File: config.mk
export PLATFORM = sky130hd
export DESIGN_NAME = stat_graph_render
export DESIGN_NICKNAME = d
export VERILOG_FILES = /design/src/rtl/stat_graph_render_pkg.sv /design/src/rtl/stat_graph_render_hist.sv /design/src/rtl/stat_graph_render.sv
export SDC_FILE = /design/constraint.sdc
export NUM_CORES = 2
export LEC_CHECK = 0
export CAP_MARGIN = 20
export CORE_MARGIN = 2
export CORE_UTILIZATION = 35
export DETAILED_ROUTE_END_ITERATION = 12
export GPL_ROUTABILITY_DRIVEN = 0
export PLACE_DENSITY = 0.52
export RECOVER_POWER = 100
export SYNTH_ARGS = -nofsm -noshare
export SYNTH_HDL_FRONTEND = slang
export SYNTH_SLANG_ARGS = --single-unit
File: constraint.sdc
create_clock -name clk_130mhz -period 6.5 [get_ports clk_130mhz]
set_input_delay 1.3 -clock clk_130mhz [delete_from_list [all_inputs] [get_ports clk_130mhz]]
set_output_delay 1.3 -clock clk_130mhz [all_outputs]
set_load 0.01 [all_outputs]
File: src/rtl/stat_graph_render_pkg.sv
// stat_graph_render_pkg: screen geometry and pixel types shared by the HUD graph files
package stat_graph_render_pkg;
  localparam int SCREEN_WIDTH = 1280;
  localparam int SCREEN_HEIGHT = 720;
  typedef logic [10:0] hcount_t;
  typedef logic [9:0] vcount_t;
  typedef logic [11:0] rgb_t;
endpackage

File: src/rtl/stat_graph_render_hist.sv
// stat_graph_render_hist: tally history array, one sync write port, one registered read port, bulk clear
module stat_graph_render_hist #(
  parameter int DEPTH = 25,
  parameter int WIDTH = 32,
  localparam int AW = (DEPTH > 1) ? $clog2(DEPTH) : 1
) (
  input  logic             clk_i,
  input  logic             rst_n_i,
  input  logic             clear_i,
  input  logic             we_i,
  input  logic [AW-1:0]    waddr_i,
  input  logic [WIDTH-1:0] wdata_i,
  input  logic [AW-1:0]    raddr_i,
  output logic [WIDTH-1:0] rdata_o
);
  logic [WIDTH-1:0] mem_q [DEPTH];
  logic [WIDTH-1:0] rdata_q;
  always_ff @(posedge clk_i) begin
    if (!rst_n_i || clear_i) begin
      for (int i = 0; i < DEPTH; i++) mem_q[i] <= '0;
    end else if (we_i) begin
      mem_q[waddr_i] <= wdata_i;
    end
  end
  always_ff @(posedge clk_i) begin
    rdata_q <= !rst_n_i ? '0 : mem_q[raddr_i];
  end
  assign rdata_o = rdata_q;
endmodule

File: src/rtl/stat_graph_render.sv
// stat_graph_render: samples per-channel event tallies into a scrolling, auto-scaled HUD graph
module stat_graph_render
  import stat_graph_render_pkg::*;
#(
  parameter int NUM_CH = 2,
  parameter int HISTORY_LEN = 25,
  parameter int LOG_SAMPLE_PIX = 3,
  parameter int GRAPH_W = 200,
  parameter int GRAPH_H = 200,
  parameter int ORIGIN_X = 800,
  parameter int ORIGIN_Y = 32,
  parameter int SAMPLE_PERIOD = 32,
  parameter int CNT_W = 16,
  parameter logic [NUM_CH*12-1:0] CH_COLOR = 24'h0F0_F00
) (
  input  logic              clk_130mhz,
  input  logic              rst_n_in,
  input  hcount_t           hcount_in,
  input  vcount_t           vcount_in,
  input  logic [NUM_CH-1:0] event_in,
  input  logic              count_en_in,
  input  logic              clear_in,
  output rgb_t              pix_out
);
  localparam int PW = (HISTORY_LEN > 1) ? $clog2(HISTORY_LEN) : 1;
  localparam int FW = (SAMPLE_PERIOD > 1) ? $clog2(SAMPLE_PERIOD) : 1;
  localparam int SW = $clog2(CNT_W + 1);
  localparam int DW = NUM_CH * CNT_W;
  localparam logic [CNT_W-1:0] CNT_MAX = '1;
  logic [FW-1:0] frame_cnt_q, frame_cnt_d;
  logic [PW-1:0] wr_ptr_q, wr_ptr_d;
  logic [SW-1:0] log_scale_q, log_scale_d, fit_scale;
  logic [CNT_W-1:0] acc_q [NUM_CH];
  logic [CNT_W-1:0] acc_d [NUM_CH];
  logic [CNT_W-1:0] acc_inc [NUM_CH];
  logic [DW-1:0] push_data, rd_data;
  logic frame_end, sample_frame, push, fits;
  logic [10:0] idx;
  logic [PW:0] slot_sum;
  logic [PW-1:0] slot, raddr;
  logic col_valid;
  hcount_t h1_q;
  vcount_t v1_q;
  logic valid1_q;
  logic x_axis, y_axis;
  logic [CNT_W-1:0] shifted;
  logic [31:0] height;
  rgb_t pix_d, pix_q;
  assign frame_end = hcount_in == 11'(SCREEN_WIDTH - 1) && vcount_in == 10'(SCREEN_HEIGHT - 1);
  assign sample_frame = frame_cnt_q == '0;
  assign push = frame_end && sample_frame && !clear_in;
  // acc_inc already holds the frame-end cycle's event, so it is what gets pushed
  always_comb begin
    push_data = '0;
    for (int c = 0; c < NUM_CH; c++) begin
      acc_inc[c] = (sample_frame && count_en_in && event_in[c] && acc_q[c] != CNT_MAX) ? acc_q[c] + CNT_W'(1) : acc_q[c];
      push_data[c*CNT_W +: CNT_W] = acc_inc[c];
      acc_d[c] = (clear_in || push) ? '0 : acc_inc[c];
    end
  end
  // descending scan leaves the smallest scale that fits every pushed tally
  always_comb begin
    fit_scale = SW'(CNT_W);
    fits = 1'b1;
    for (int s = CNT_W; s >= 0; s--) begin
      fits = 1'b1;
      for (int c = 0; c < NUM_CH; c++) fits = fits && (64'(acc_inc[c]) <= (64'(GRAPH_H) << s));
      fit_scale = fits ? SW'(s) : fit_scale;
    end
  end
  assign log_scale_d = clear_in ? '0 : (push && fit_scale > log_scale_q) ? fit_scale : log_scale_q;
  assign frame_cnt_d = clear_in ? '0 : !frame_end ? frame_cnt_q :
                       (frame_cnt_q == FW'(SAMPLE_PERIOD - 1)) ? '0 : frame_cnt_q + FW'(1);
  assign wr_ptr_d = clear_in ? '0 : !push ? wr_ptr_q :
                    (wr_ptr_q == PW'(HISTORY_LEN - 1)) ? '0 : wr_ptr_q + PW'(1);
  always_ff @(posedge clk_130mhz) begin
    if (!rst_n_in) begin
      frame_cnt_q <= '0;
      wr_ptr_q <= '0;
      log_scale_q <= '0;
      for (int c = 0; c < NUM_CH; c++) acc_q[c] <= '0;
    end else begin
      frame_cnt_q <= frame_cnt_d;
      wr_ptr_q <= wr_ptr_d;
      log_scale_q <= log_scale_d;
      for (int c = 0; c < NUM_CH; c++) acc_q[c] <= acc_d[c];
    end
  end
  // leftmost column maps to wr_ptr, which always holds the oldest sample
  assign idx = (hcount_in - 11'(ORIGIN_X)) >> LOG_SAMPLE_PIX;
  assign col_valid = hcount_in >= 11'(ORIGIN_X) && 32'(idx) < HISTORY_LEN;
  assign slot_sum = {1'b0, wr_ptr_q} + (PW+1)'(idx);
  assign slot = (slot_sum >= (PW+1)'(HISTORY_LEN)) ? PW'(slot_sum - (PW+1)'(HISTORY_LEN)) : PW'(slot_sum);
  assign raddr = col_valid ? slot : '0;
  stat_graph_render_hist #(
    .DEPTH(HISTORY_LEN),
    .WIDTH(DW)
  ) u_hist (
    .clk_i  (clk_130mhz),
    .rst_n_i(rst_n_in),
    .clear_i(clear_in),
    .we_i   (push),
    .waddr_i(wr_ptr_q),
    .wdata_i(push_data),
    .raddr_i(raddr),
    .rdata_o(rd_data)
  );
  assign x_axis = v1_q == 10'(ORIGIN_Y + GRAPH_H) && h1_q >= 11'(ORIGIN_X) && h1_q < 11'(ORIGIN_X + GRAPH_W);
  assign y_axis = h1_q == 11'(ORIGIN_X) && v1_q >= 10'(ORIGIN_Y) && v1_q <= 10'(ORIGIN_Y + GRAPH_H);
  always_comb begin
    pix_d = '0;
    shifted = '0;
    height = '0;
    for (int c = NUM_CH - 1; c >= 0; c--) begin
      shifted = rd_data[c*CNT_W +: CNT_W] >> log_scale_q;
      height = (32'(shifted) > 32'(GRAPH_H)) ? 32'(GRAPH_H) : 32'(shifted);
      pix_d = (valid1_q && 32'(v1_q) + height == 32'(ORIGIN_Y + GRAPH_H)) ? CH_COLOR[c*12 +: 12] : pix_d;
    end
    pix_d = (x_axis || y_axis) ? 12'hFFF : pix_d;
  end
  always_ff @(posedge clk_130mhz) begin
    if (!rst_n_in) begin
      h1_q <= '0;
      v1_q <= '0;
      valid1_q <= 1'b0;
      pix_q <= '0;
    end else begin
      h1_q <= hcount_in;
      v1_q <= vcount_in;
      valid1_q <= col_valid;
      pix_q <= pix_d;
    end
  end
  assign pix_out = pix_q;
endmodule

==> results.md <==
Clocking:
- The number of buffers inserted for hold repair after clock tree synthesis is 0.
- The clock tree synthesis step divided the H-tree into 3 levels.
- The maximum clock insertion buffer count is 3.
- Clock tree synthesis inserted a total of ~120 buffers.
- The CTS sink count is ~1100.
- Clock latency on the worst-skew pair, taken at its later pin, is ~0.72 ns.
- The post-CTS repair timing setup buffer count is 0.
- After clock tree synthesis, the clock-pin slew on the worst setup and hold paths is 0.06 ns.
- The tree is rooted in a sky130_fd_sc_hd__clkbuf_16.
- The CTS tree is built.
- The number of gates resized after cts is 0.

Critical path:
- The critical path in this run is classified as input pin to register.
- The critical path capture point is u_hist.mem_q[16][18].
- The endpoint identified for the worst register-to-register timing path is log_scale_q[2].
- In this run the worst path has a maximum fanout of 24.
- Setup slack on the worst reg-to-reg path comes out at 0.86 ns.
- The data arrival time of the critical path is roughly 6.3 ns.
- The logic depth of the worst register-to-register path is 23.
- The startpoint class of the critical path is an input pin.
- The worst setup path startpoint is hcount_in[7].
- The type of destination of the critical path is a register.
- The startpoint of the worst-slack reg-to-reg timing path is frame_cnt_q[0].
- At the worst endpoint, the required time is slightly below 7 ns.

Power:
- Of the total power, the share spent switching nets is around 23%.
- For this design the static power due to leakage is 18.3 nW.
- The net switching power figure is 3.57 mW.
- The internal portion of the total power is 12.3 mW.
- The relative contribution of combinational cells to total power is 5.9%.
- In this run, the clock network consumes 42.0% of the power.
- Dividing total power by cell area gives a power density of 277 nW/um^2.
- The worst-case IR drop observed on VDD is 0.222 mV.
- The total power consumption of the routed design is about 16 mW.
- The share of total power dissipated in sequential elements is 52.1%.

STA:
- The period utilization is 91.6%.
- The worst clock skew is 0.0239 ns.
- For the finished layout, the period the worst path requires is 5.96 ns.
- The hold violation count in the final report is 0.
- Setup repair after global routing left no endpoint under its margin.
- Static timing analysis puts the maximum clock frequency at roughly 170 MHz.
- The worst hold slack is 0.516 ns.
- The worst pin sits at a relative slew slack of -95.7%.
- The transition time at the pin with the least slew margin is around 2.9 ns.
- The total negative slack is 0 ns.
- Setup violations remaining at the end of the flow were counted as 0.
- The final max-slew violation count came to 1077.

Logic synthesis:
- The post-synthesis async set-or-reset flop share is 0%.
- In this run, synthesis inferred 1024 flip-flops with an integrated enable.
- The register area share after synthesis is 65.6%.
- The count of warnings emitted by yosys is 0.
- After synthesis, the netlist uses 92 different library cells.
- In this run, synthesis produced a sequential element count of 1127.
- Synthesis produced 3965 cells.
- Each instance of the synthesized netlist takes up on average between 10 and 15 sq um.
- For this run, the leading register cell type out of synthesis is sky130_fd_sc_hd__edfxtp_1.
- The synthesized area is 50000 sq um.

Min path:
- The worst hold path startpoint is frame_cnt_q[1].
- The worst hold path passes through 2 cells.
- The worst hold path belongs to the class register to register.

Detailed routing:
- The wire length reported by the detailed router is 160000 microns.
- The number of remaining DRC errors is 0.
- Detailed routing inserted a total of 33100 vias.
- In this run the remaining antenna-violating nets after routing total 0.
- After detailed routing, the average wire length per cell comes to 26.6 microns.
- In the routed layout, each cell is associated on average with a via count of roughly 5.5.
- The first detailed-routing pass ran for 8 iterations.
- The detailed router finished its first iteration with ~3400 violations.

Finish:
- The library cells used most frequently in the layout, excluding fill and tap cells, are sky130_fd_sc_hd__edfxtp_1 (1024), sky130_fd_sc_hd__nor2_1 (898), sky130_fd_sc_hd__mux2i_1 (538).
- After routing the design area is roughly 57000 sq um.
- The number of nets at the end of the flow is 4100.
- The most common cell after layout, fill and taps aside is sky130_fd_sc_hd__edfxtp_1.
- From synthesis to final layout, the design area changed by 14.3%.
- The share of post-route cells with drive strength above 1 is 9.15%.

Global routing:
- The number of global-route vias before repair is 32400.
- The number of antenna violations at the first check in global routing is 7.
- The pin count of the biggest net entering global routing is 67.
- The global routing usage summed across all routing layers is 21.7%.
- The sum of overflow across all layers after global routing is 0.
- The first global-routing pass estimated about 230000 microns of wire.

Die:
- The height of the die is 382 microns.
- The initial cell density of the core is 35.3%.
- The floorplan has ~140 rows.
- The die covers 146000 sq um.
- In this run the horizontal extent of the chip is 382 microns.
- After floorplanning, the core was sized to cover roughly 140000 sq um.
- The I/O pin count is 39.

Flow run:
- Max-cap violations in this run came to 38.

Placement:
- Summing all placed instances gives a cell area of 54200 sq um.
- Port buffering added 38 buffers.
- Detailed placement ended at an HPWL of approximately 100000 microns.

Status:
- The final reports fail on capacitance limit, slew limit.
- The flow ran to the end, but the final reports show violations.
-- stage by stage --
step / cells / util, % / worst slack [ns]
detailed placement: 5794 / 38.2 / 0.295
global placement: 5794 / 38.2 / 0.395
CTS: 6019 / 40.9 / 1.06
floorplan: 3968 / - / 1.13
global route: 6019 / 40.3 / 0.290
finish: 6021 / 40.3 / 0.545
-- how the worst min path moves through the flow --
stage	slack (ns)	to
after floorplan	0.46	pix_out[3]
after global placement	0.50	frame_cnt_q[1]
after detailed placement	0.51	frame_cnt_q[1]
after CTS	0.52	frame_cnt_q[1]
after global routing	0.55	frame_cnt_q[1]
final	0.52	frame_cnt_q[1]
-- power by group through the flow --
stage | Sequential (mW) | Combinational, mW | Clock (mW)
2_1_floorplan | 8.35 | 0.552 | 0
3_3_place_gp | 8.38 | 0.970 | 0
3_5_place_dp | 8.39 | 0.974 | 0
4_1_cts | 8.24 | 0.977 | 6.76
5_1_grt | 8.27 | 1.00 | 7.03
6_report | 8.25 | 0.940 | 6.66
-- state kept, by name (all words and copies together), names as in the netlist --
signal / cells
u_hist.mem_q: 1024
wr_ptr_q: 5
v1_q: 10
frame_cnt_q: 5
valid1_q: 1
h1_q: 11
acc_q: 32
log_scale_q: 4
u_hist.rdata_o: 32
pix_out: 3
-- critical path, stage by stage --
cell and delay, ns:
sky130_fd_sc_hd__dlygate4sd3_1 0.65, sky130_fd_sc_hd__nand4_1 0.12, sky130_fd_sc_hd__nor4_1 0.25, sky130_fd_sc_hd__nand4_1 0.35, sky130_fd_sc_hd__or2_0 0.48, sky130_fd_sc_hd__nor2_1 0.40, sky130_fd_sc_hd__and2_0 0.72, sky130_fd_sc_hd__nand2_1 0.14
sky130_fd_sc_hd__nand2_1 0.38, sky130_fd_sc_hd__clkbuf_1 1.40
-- synth_stat cells (5+ instances only) --
cell type | count | area [sq um]
sky130_fd_sc_hd__o2111ai_1 | 5 | 43.8
sky130_fd_sc_hd__a31oi_1 | 10 | 62.6
sky130_fd_sc_hd__ha_1 | 43 | 538
sky130_fd_sc_hd__nor2_1 | 900 | 3380
sky130_fd_sc_hd__nand2_1 | 134 | 503
sky130_fd_sc_hd__nand4_1 | 26 | 163
sky130_fd_sc_hd__xor2_1 | 21 | 184
sky130_fd_sc_hd__edfxtp_1 | 1024 | 30700
sky130_fd_sc_hd__mux2_2 | 5 | 56.3
sky130_fd_sc_hd__nor2b_1 | 12 | 75.1
sky130_fd_sc_hd__inv_1 | 47 | 176
sky130_fd_sc_hd__clkbuf_1 | 204 | 766
sky130_fd_sc_hd__a211o_1 | 6 | 52.6
sky130_fd_sc_hd__and2_1 | 37 | 231
sky130_fd_sc_hd__or4_1 | 7 | 52.6
sky130_fd_sc_hd__o31ai_1 | 7 | 52.6
sky130_fd_sc_hd__o22ai_1 | 294 | 1840
sky130_fd_sc_hd__nand2b_1 | 8 | 50.1
sky130_fd_sc_hd__and3_1 | 13 | 81.3
sky130_fd_sc_hd__buf_2 | 71 | 355
sky130_fd_sc_hd__and4_1 | 9 | 78.8
sky130_fd_sc_hd__a21o_1 | 14 | 105
sky130_fd_sc_hd__or2_2 | 5 | 31.3
sky130_fd_sc_hd__a311oi_1 | 5 | 43.8
sky130_fd_sc_hd__buf_1 | 45 | 169
sky130_fd_sc_hd__nor3_1 | 19 | 95.1
sky130_fd_sc_hd__nor4_1 | 72 | 450
sky130_fd_sc_hd__o21ai_0 | 33 | 165
sky130_fd_sc_hd__nand3_1 | 31 | 155
sky130_fd_sc_hd__dfxtp_1 | 103 | 2060
sky130_fd_sc_hd__a21oi_1 | 48 | 240
sky130_fd_sc_hd__or3_1 | 7 | 43.8
sky130_fd_sc_hd__mux4_2 | 10 | 225
sky130_fd_sc_hd__a211oi_1 | 12 | 90.1
sky130_fd_sc_hd__mux2i_1 | 539 | 5400
sky130_fd_sc_hd__buf_4 | 9 | 67.6
sky130_fd_sc_hd__xnor2_1 | 22 | 193
sky130_fd_sc_hd__inv_2 | 5 | 18.8
-- metal layers --
layer	vias to the layer above	share of wire, %	global-route usage, %
met3	290	7.0	3.26
met4	0	3.5	7.04
met5	-	0	0
met2	1245	48	35.9
li1	14800	-	-
met1	16800	42	29.1
-- kinds of logic after synthesis --
kind of cell / count (synthesis) / share of synthesized area (%)
AO/OA/AOI/OAI: 498 / 6.58
XOR/XNOR: 44 / 0.786
adder cells (fa/ha/maj): 46 / 1.20
buffers and inverters: 384 / 3.14
flip-flops: 1127 / 65.6
multiplexers: 554 / 11.4
other: 1 / 0.00750
AND/OR/NAND/NOR: 1311 / 11.3
-- final cells by class --
| cell class | instances | area (sq um) |
|---|---|---|
| sequential | 1127 | 32800 |
| fill | 13200 | 84600 |
| timing repair buffer | 266 | 2140 |
| multi-input combinational | 2457 | 15800 |
| clock inverter | 54 | 430 |
| inverter | 54 | 204 |
| clock buffer | 171 | 3370 |
| antenna | 2 | 5.00 |
| tap | 1890 | 2360 |
Power figures use the tool's default switching activity.
